**config.mk**
```make
export PLATFORM = sky130hd
export DESIGN_NAME = slice_sum_reconstructor_flat
export DESIGN_NICKNAME = d
export VERILOG_FILES = /design/src/rtl/slice_adder_pkg.sv /design/src/rtl/slice_sum_reconstructor_if.sv /design/src/rtl/pair_sum_check.sv /design/src/rtl/slice_sum_reconstructor.sv /design/src/flat_wrapper.sv
export SDC_FILE = /design/constraint.sdc
export NUM_CORES = 1
export LEC_CHECK = 0
export CAP_MARGIN = 20
export CORE_MARGIN = 2
export CORE_UTILIZATION = 44
export DETAILED_ROUTE_END_ITERATION = 8
export PLACE_DENSITY = 0.85
export REMOVE_ABC_BUFFERS = 1
export SETUP_SLACK_MARGIN = 0.4
export SLEW_MARGIN = 10
export SYNTH_ARGS = -nofsm -noshare
export SYNTH_HDL_FRONTEND = slang
export SYNTH_SLANG_ARGS = --single-unit
```
**constraint.sdc**
```tcl
create_clock -name clk -period 2.8 [get_ports clk]
set_clock_uncertainty 0.2 [all_clocks]
set_input_delay 0.28 -clock clk [delete_from_list [all_inputs] [get_ports clk]]
set_output_delay 0.28 -clock clk [all_outputs]
set_load 0.02 [all_outputs]
```
**src/rtl/slice_adder_pkg.sv**
```systemverilog
// Shared constants, FSM state encoding and carry helpers for the sliced
// adder reconstruction datapath.
package slice_adder_pkg;

    localparam int SLICE_W = 8;
    localparam int PAIRS   = 4;

    typedef enum logic [1:0] {
        IDLE  = 2'd0,
        ACCUM = 2'd1,
        DONE  = 2'd2
    } state_t;

    // Majority of three: the carry out of a single full-adder bit.
    function automatic logic maj(input logic x, input logic y, input logic z);
        return (x & y) | (x & z) | (y & z);
    endfunction

endpackage

```
**src/rtl/slice_sum_reconstructor_if.sv**
```systemverilog
// Slice input / result output bundle between the carry generator, the
// reconstructor and the result consumer.
interface slice_sum_reconstructor_if #(
    parameter int NSLICES = 4
);
    // Both channels use strict valid/ready: a transfer happens on the rising
    // edge where valid && ready; a source holds valid and payload until then.
    logic                   in_valid;
    logic                   in_ready;
    logic [7:0]             in_a;
    logic [7:0]             in_b;
    logic                   in_cin;
    logic [3:0]             c_grp;
    logic                   c_chain;
    logic                   out_valid;
    logic                   out_ready;
    logic [8*NSLICES-1:0]   out_sum;
    logic                   out_cout;
    logic                   out_fault;

    modport slave (
        input  in_valid, in_a, in_b, in_cin, c_grp, out_ready,
        output in_ready, c_chain, out_valid, out_sum, out_cout, out_fault
    );

    modport master (
        output in_valid, in_a, in_b, in_cin, c_grp, out_ready,
        input  in_ready, c_chain, out_valid, out_sum, out_cout, out_fault
    );

endinterface

```
**src/rtl/pair_sum_check.sv**
```systemverilog
// Two-bit sum reconstruction from a supplied carry-in, plus an independent
// recomputation of the pair carry-out for checking the supplied carries.
module pair_sum_check
    import slice_adder_pkg::*;
(
    input  logic [1:0] a,
    input  logic [1:0] b,
    input  logic       cin,
    output logic [1:0] s,
    output logic       ref_cout
);

    logic c_mid;

    assign s[0]     = a[0] ^ b[0] ^ cin;
    assign c_mid    = maj(a[0], b[0], cin);
    assign s[1]     = a[1] ^ b[1] ^ c_mid;
    assign ref_cout = maj(a[1], b[1], c_mid);

endmodule

```
**src/rtl/slice_sum_reconstructor.sv**
```systemverilog
// Accepts operand slices with their group carries, rebuilds the full-width
// sum, chains the carry back to the generator and flags carry disagreements.
module slice_sum_reconstructor
    import slice_adder_pkg::*;
#(
    parameter int NSLICES = 4
) (
    input  logic                     clk,
    input  logic                     rst,
    slice_sum_reconstructor_if.slave bus,
    output state_t                   fsm_state
);

    localparam int               IDX_W    = (NSLICES > 1) ? $clog2(NSLICES) : 1;
    localparam logic [IDX_W-1:0] LAST_IDX = IDX_W'(NSLICES - 1);

    state_t                   state;
    logic [IDX_W-1:0]         idx;
    logic                     carry_reg;
    logic                     fault_acc;
    logic [SLICE_W*NSLICES-1:0] sum_q;
    logic                     valid_q;
    logic                     cout_q;
    logic                     fault_q;

    logic [PAIRS-1:0]         pair_cin;
    logic [PAIRS-1:0]         ref_c;
    logic [SLICE_W-1:0]       slice_sum;
    logic                     accept;
    logic                     mismatch;

    assign bus.in_ready  = !rst && (state != DONE);
    assign accept        = bus.in_valid && bus.in_ready;
    assign bus.c_chain   = (idx == '0) ? bus.in_cin : carry_reg;

    // Sum bits are built from the supplied carries so a corrupted carry shows
    // up in the result exactly as the downstream datapath would see it.
    assign pair_cin      = {bus.c_grp[PAIRS-2:0], bus.c_chain};
    assign mismatch      = |(ref_c ^ bus.c_grp);

    assign bus.out_valid = valid_q;
    assign bus.out_sum   = sum_q;
    assign bus.out_cout  = cout_q;
    assign bus.out_fault = fault_q;
    assign fsm_state     = state;

    for (genvar k = 0; k < PAIRS; k++) begin : g_pair
        pair_sum_check u_pair (
            .a        (bus.in_a[2*k+1:2*k]),
            .b        (bus.in_b[2*k+1:2*k]),
            .cin      (pair_cin[k]),
            .s        (slice_sum[2*k+1:2*k]),
            .ref_cout (ref_c[k])
        );
    end

    always_ff @(posedge clk) begin
        if (rst) begin
            state     <= IDLE;
            idx       <= '0;
            carry_reg <= 1'b0;
            fault_acc <= 1'b0;
            sum_q     <= '0;
            valid_q   <= 1'b0;
            cout_q    <= 1'b0;
            fault_q   <= 1'b0;
        end else begin
            case (state)
                IDLE, ACCUM: begin
                    if (accept) begin
                        for (int i = 0; i < NSLICES; i++) begin
                            if (idx == IDX_W'(i)) begin
                                sum_q[i*SLICE_W +: SLICE_W] <= slice_sum;
                            end
                        end
                        carry_reg <= bus.c_grp[PAIRS-1];
                        fault_acc <= fault_acc | mismatch;
                        if (idx == LAST_IDX) begin
                            state   <= DONE;
                            valid_q <= 1'b1;
                            cout_q  <= bus.c_grp[PAIRS-1];
                            fault_q <= fault_acc | mismatch;
                        end else begin
                            idx   <= idx + 1'b1;
                            state <= ACCUM;
                        end
                    end
                end
                DONE: begin
                    // Result held until consumed; the sum stays visible
                    // afterwards until the next operation overwrites it.
                    if (bus.out_ready) begin
                        state     <= IDLE;
                        valid_q   <= 1'b0;
                        idx       <= '0;
                        carry_reg <= 1'b0;
                        fault_acc <= 1'b0;
                    end
                end
                default: state <= IDLE;
            endcase
        end
    end

endmodule

```
**src/flat_wrapper.sv**
```systemverilog
// flat-port wrapper written by rule: the top's interface ports become plain ports
module slice_sum_reconstructor_flat import slice_adder_pkg::*;
#(
    parameter int NSLICES = 4
)
  (clk, rst, fsm_state, bus_in_valid, bus_in_a, bus_in_b, bus_in_cin, bus_c_grp, bus_out_ready, bus_in_ready, bus_c_chain, bus_out_valid, bus_out_sum, bus_out_cout, bus_out_fault);
  slice_sum_reconstructor_if #(.NSLICES(NSLICES)) bus_i ();
  input  logic clk;
  input  logic rst;
  output state_t fsm_state;
  input wire logic [$bits(bus_i.in_valid)-1:0] bus_in_valid;
  input wire logic [$bits(bus_i.in_a)-1:0] bus_in_a;
  input wire logic [$bits(bus_i.in_b)-1:0] bus_in_b;
  input wire logic [$bits(bus_i.in_cin)-1:0] bus_in_cin;
  input wire logic [$bits(bus_i.c_grp)-1:0] bus_c_grp;
  input wire logic [$bits(bus_i.out_ready)-1:0] bus_out_ready;
  output wire logic [$bits(bus_i.in_ready)-1:0] bus_in_ready;
  output wire logic [$bits(bus_i.c_chain)-1:0] bus_c_chain;
  output wire logic [$bits(bus_i.out_valid)-1:0] bus_out_valid;
  output wire logic [$bits(bus_i.out_sum)-1:0] bus_out_sum;
  output wire logic [$bits(bus_i.out_cout)-1:0] bus_out_cout;
  output wire logic [$bits(bus_i.out_fault)-1:0] bus_out_fault;
  assign bus_i.in_valid = bus_in_valid;
  assign bus_i.in_a = bus_in_a;
  assign bus_i.in_b = bus_in_b;
  assign bus_i.in_cin = bus_in_cin;
  assign bus_i.c_grp = bus_c_grp;
  assign bus_i.out_ready = bus_out_ready;
  assign bus_in_ready = bus_i.in_ready;
  assign bus_c_chain = bus_i.c_chain;
  assign bus_out_valid = bus_i.out_valid;
  assign bus_out_sum = bus_i.out_sum;
  assign bus_out_cout = bus_i.out_cout;
  assign bus_out_fault = bus_i.out_fault;
  slice_sum_reconstructor #(.NSLICES(NSLICES)) u_core (.clk(clk), .rst(rst), .bus(bus_i), .fsm_state(fsm_state));
endmodule
```
==> run metrics <==
TritonCTS sink count 41; Synth area leaders dfxtp_1 (45%), fa_1 (8.9%), a211oi_1 (7.1%); leak pwr between 0.0009 and 0.001 uW; Slew HR 59.7%; P&R area growth vs syn 47.1%; f_max around 410 MHz; Crit Path Category register to register; Setup WS pre-CTS a little over 0.1 ns; CTS Root Cell clkbuf_8; Slew @ Worst Pin just over 0.6 ns; share of layout cells above drive strength 1 approximately a tenth; Antenna Nets Post-Route 0; r2r endpoint u_core.bus.out_fault; post-DR vias/cell 4.93; initial antenna violation count 0; Worst Path Required 2.77 ns; Final Util 66.9%; gp weighted congestion approximately 0.75; synthesized flop and latch total between 40 and 50; Min-Delay Path Depth 2; num rows 23; clock edge transition at the registers on the reported setup and hold paths ~0.080 ns; critical hold path startpoint u_core.bus.out_sum[29]; Psw between 300 and 400 uW; asr flop ratio synth 0%; max-slew violation count 0; P_int just over 1000 uW; detailed-route via count between 1k and 1.5k; Starting DRT DRC Count 74; Post-Synthesis Cells between 150 and 200; DP Area 0.00247 mm2; chip height ~70 um; Critical Path Fanout Max 2; Yosys cell types 28; IO Count between 60 and 70; ANT cells 0; setup TNS 0 ns; Final Cycle Share 86.3%; IO Port Bufs 63; Starting Density a little under half; Endpoint, Worst Hold u_core.bus.out_sum[29]; Comb pwr share between 10% and 20%; CP Capture Type register; Period minus WS final 2.42 ns; Nets between 200 and 300; max_cap viols 0; Max H-tree Level 2; Congestion Overflow GR 0; Die ar. 0.00463 mm2; final setup fails 0; clock buffer depth 2; top cell type by total area after synthesis dfxtp_1; core area approximately 0.0040 mm2; R2R cell count 8; setup slack after layout between 0.3 and 0.4 ns; Seq/Total Area, Yosys a little under half; routed wire length about 4300 um; Remaining DRCs 0; max reg flops 32; vias in the first global route between 1k and 1.5k; Pwr Density 500 mW/mm2; status completed; maximum VDD drop 0.000267 V; Finished Cell Area 0.00266 mm2; RSZ-0062 raised after global routing true; largest net degree at the start of global routing 16; share of power burned in registers a little under half; Worst Hold Class register to register; WL per Instance 14.1 um; Hold Vio Cnt, Final 0; crit start category register; first-pass GRT wire length 6710 um; DP Wirelength 3020 um; clk_lat worst skew 0.28 ns; Syn Std Cell Area 0.00181 mm2; Pre-antenna DRT Iters 4; Crit path arrival time 2.39 ns; YS warnings 0; power share of the clock group between 30 and 40%; ys flop type dfxtp_1; number of CTS-inserted buffers 5; Post-synth EDFFs 0; Reg-to-Reg Start u_core.idx[0]; die width 68.1 um; flop2flop setup slack roughly 0.38 ns; most common cell in the synthesized netlist dfxtp_1; Yosys top cell area share 45.5%; TritonCTS clock tree done; switching share of power between 20% and 30%; synth cell count leaders dfxtp_1 (41), nor2_1 (34), a211oi_1 (17); GRT Total Usage 19.9%; Mean Syn Cell Area around 9.7 um2
## power groups by stage
stage                     registers (uW)  clock network [uW]  logic [uW]
after floorplan                      641                   0        89.3
after global placement               625                   0         209
final                                611                 492         225
after CTS                            611                 502         223
after detailed placement             625                   0         210
after global routing                 613                 520         247
## layer usage
layer	global-route usage, %	part of all wire, %
met4	6.00	0.42
met5	0	0
met1	26.0	43
met3	4.11	5.4
met2	33.1	51
## critical path, cell delays in order (launching register included)
cell and delay, ns:
dfxtp_2 0.34, inv_2 0.05, ha_4 0.16, mux2_4 0.31, fa_2 0.36, fa_2 0.35, xor2_1 0.15, nor4_2 0.27
a211oi_1 0.11
## area by class of cell
type / instances / area, um2
multi-input cells: 120 / 910
repair buffers: 70 / 683
clock inverters: 2 / 37.5
well taps: 50 / 62.6
clock buffers: 6 / 82.6
flip-flops and latches: 41 / 823
fillers: 335 / 1320
inverters: 15 / 56.3
## through the flow
step	hold WS [ns]	power [uW]	cells
global placement	0.250	833	292
detailed placement	0.252	835	292
floorplan	0.149	730	176
global route	0.290	1380	304
finish	0.271	1330	304
CTS	0.269	1340	302
## worst max path at each step
stage | startpoint | endpoint | slack [ns] | cells after the start
2_1_floorplan | u_core.idx[0] | u_core.bus.out_fault | 0.23 | 8
3_3_place_gp | bus_in_cin | u_core.bus.out_fault | 0.18 | 7
3_5_place_dp | bus_in_cin | u_core.fault_acc | 0.10 | 7
4_1_cts | u_core.idx[0] | u_core.fault_acc | 0.42 | 8
5_1_grt | u_core.idx[0] | u_core.bus.out_fault | 0.31 | 8
6_report | u_core.idx[0] | u_core.bus.out_fault | 0.38 | 8
## logic make-up after synthesis
kind of cell | after synthesis | synth area share [%]
AO/OA/AOI/OAI | 29 | 10.6
XOR/XNOR | 4 | 1.94
adder cells (fa/ha/maj) | 12 | 11.6
buffers and inverters | 26 | 5.68
flip-flops | 41 | 45.5
multiplexers | 13 | 7.28
AND/OR/NAND/NOR | 62 | 17.4
## cells in the final DEF (no fill, tap or decap)
cell type and count:
nand2b_1 1, nand2_1 10, buf_4 7, xnor2_1 1, a211oi_1 17, and4bb_1 2
mux2_4 1, fa_2 2, and4bb_2 2, dfxtp_1 39, nand3b_1 2, o21ai_1 1
mux2i_1 12, fa_1 6, inv_2 2, dfxtp_2 2, a2111oi_0 1, nand3_1 4
or4b_1 1, nor2_1 34, a21oi_1 10, nor2b_1 1, ha_4 1, nor4_2 1
or3_1 1, bufinv_16 1, inv_1 13, clkbuf_8 6, clkinvlp_4 1, ha_1 3
xor2_1 3, or3b_2 1, or3b_1 1, nand4bb_1 1, clkdlybuf4s50_1 63
## timing repair
item,in CTS,in global routing
resized for setup,11,0
buffers inserted,2,2
hold endpoints to repair,0,0
endpoints found under the setup margin,6,3
pin swaps,5,6
hold buffers,0,0
Power figures use the tool's default switching activity.
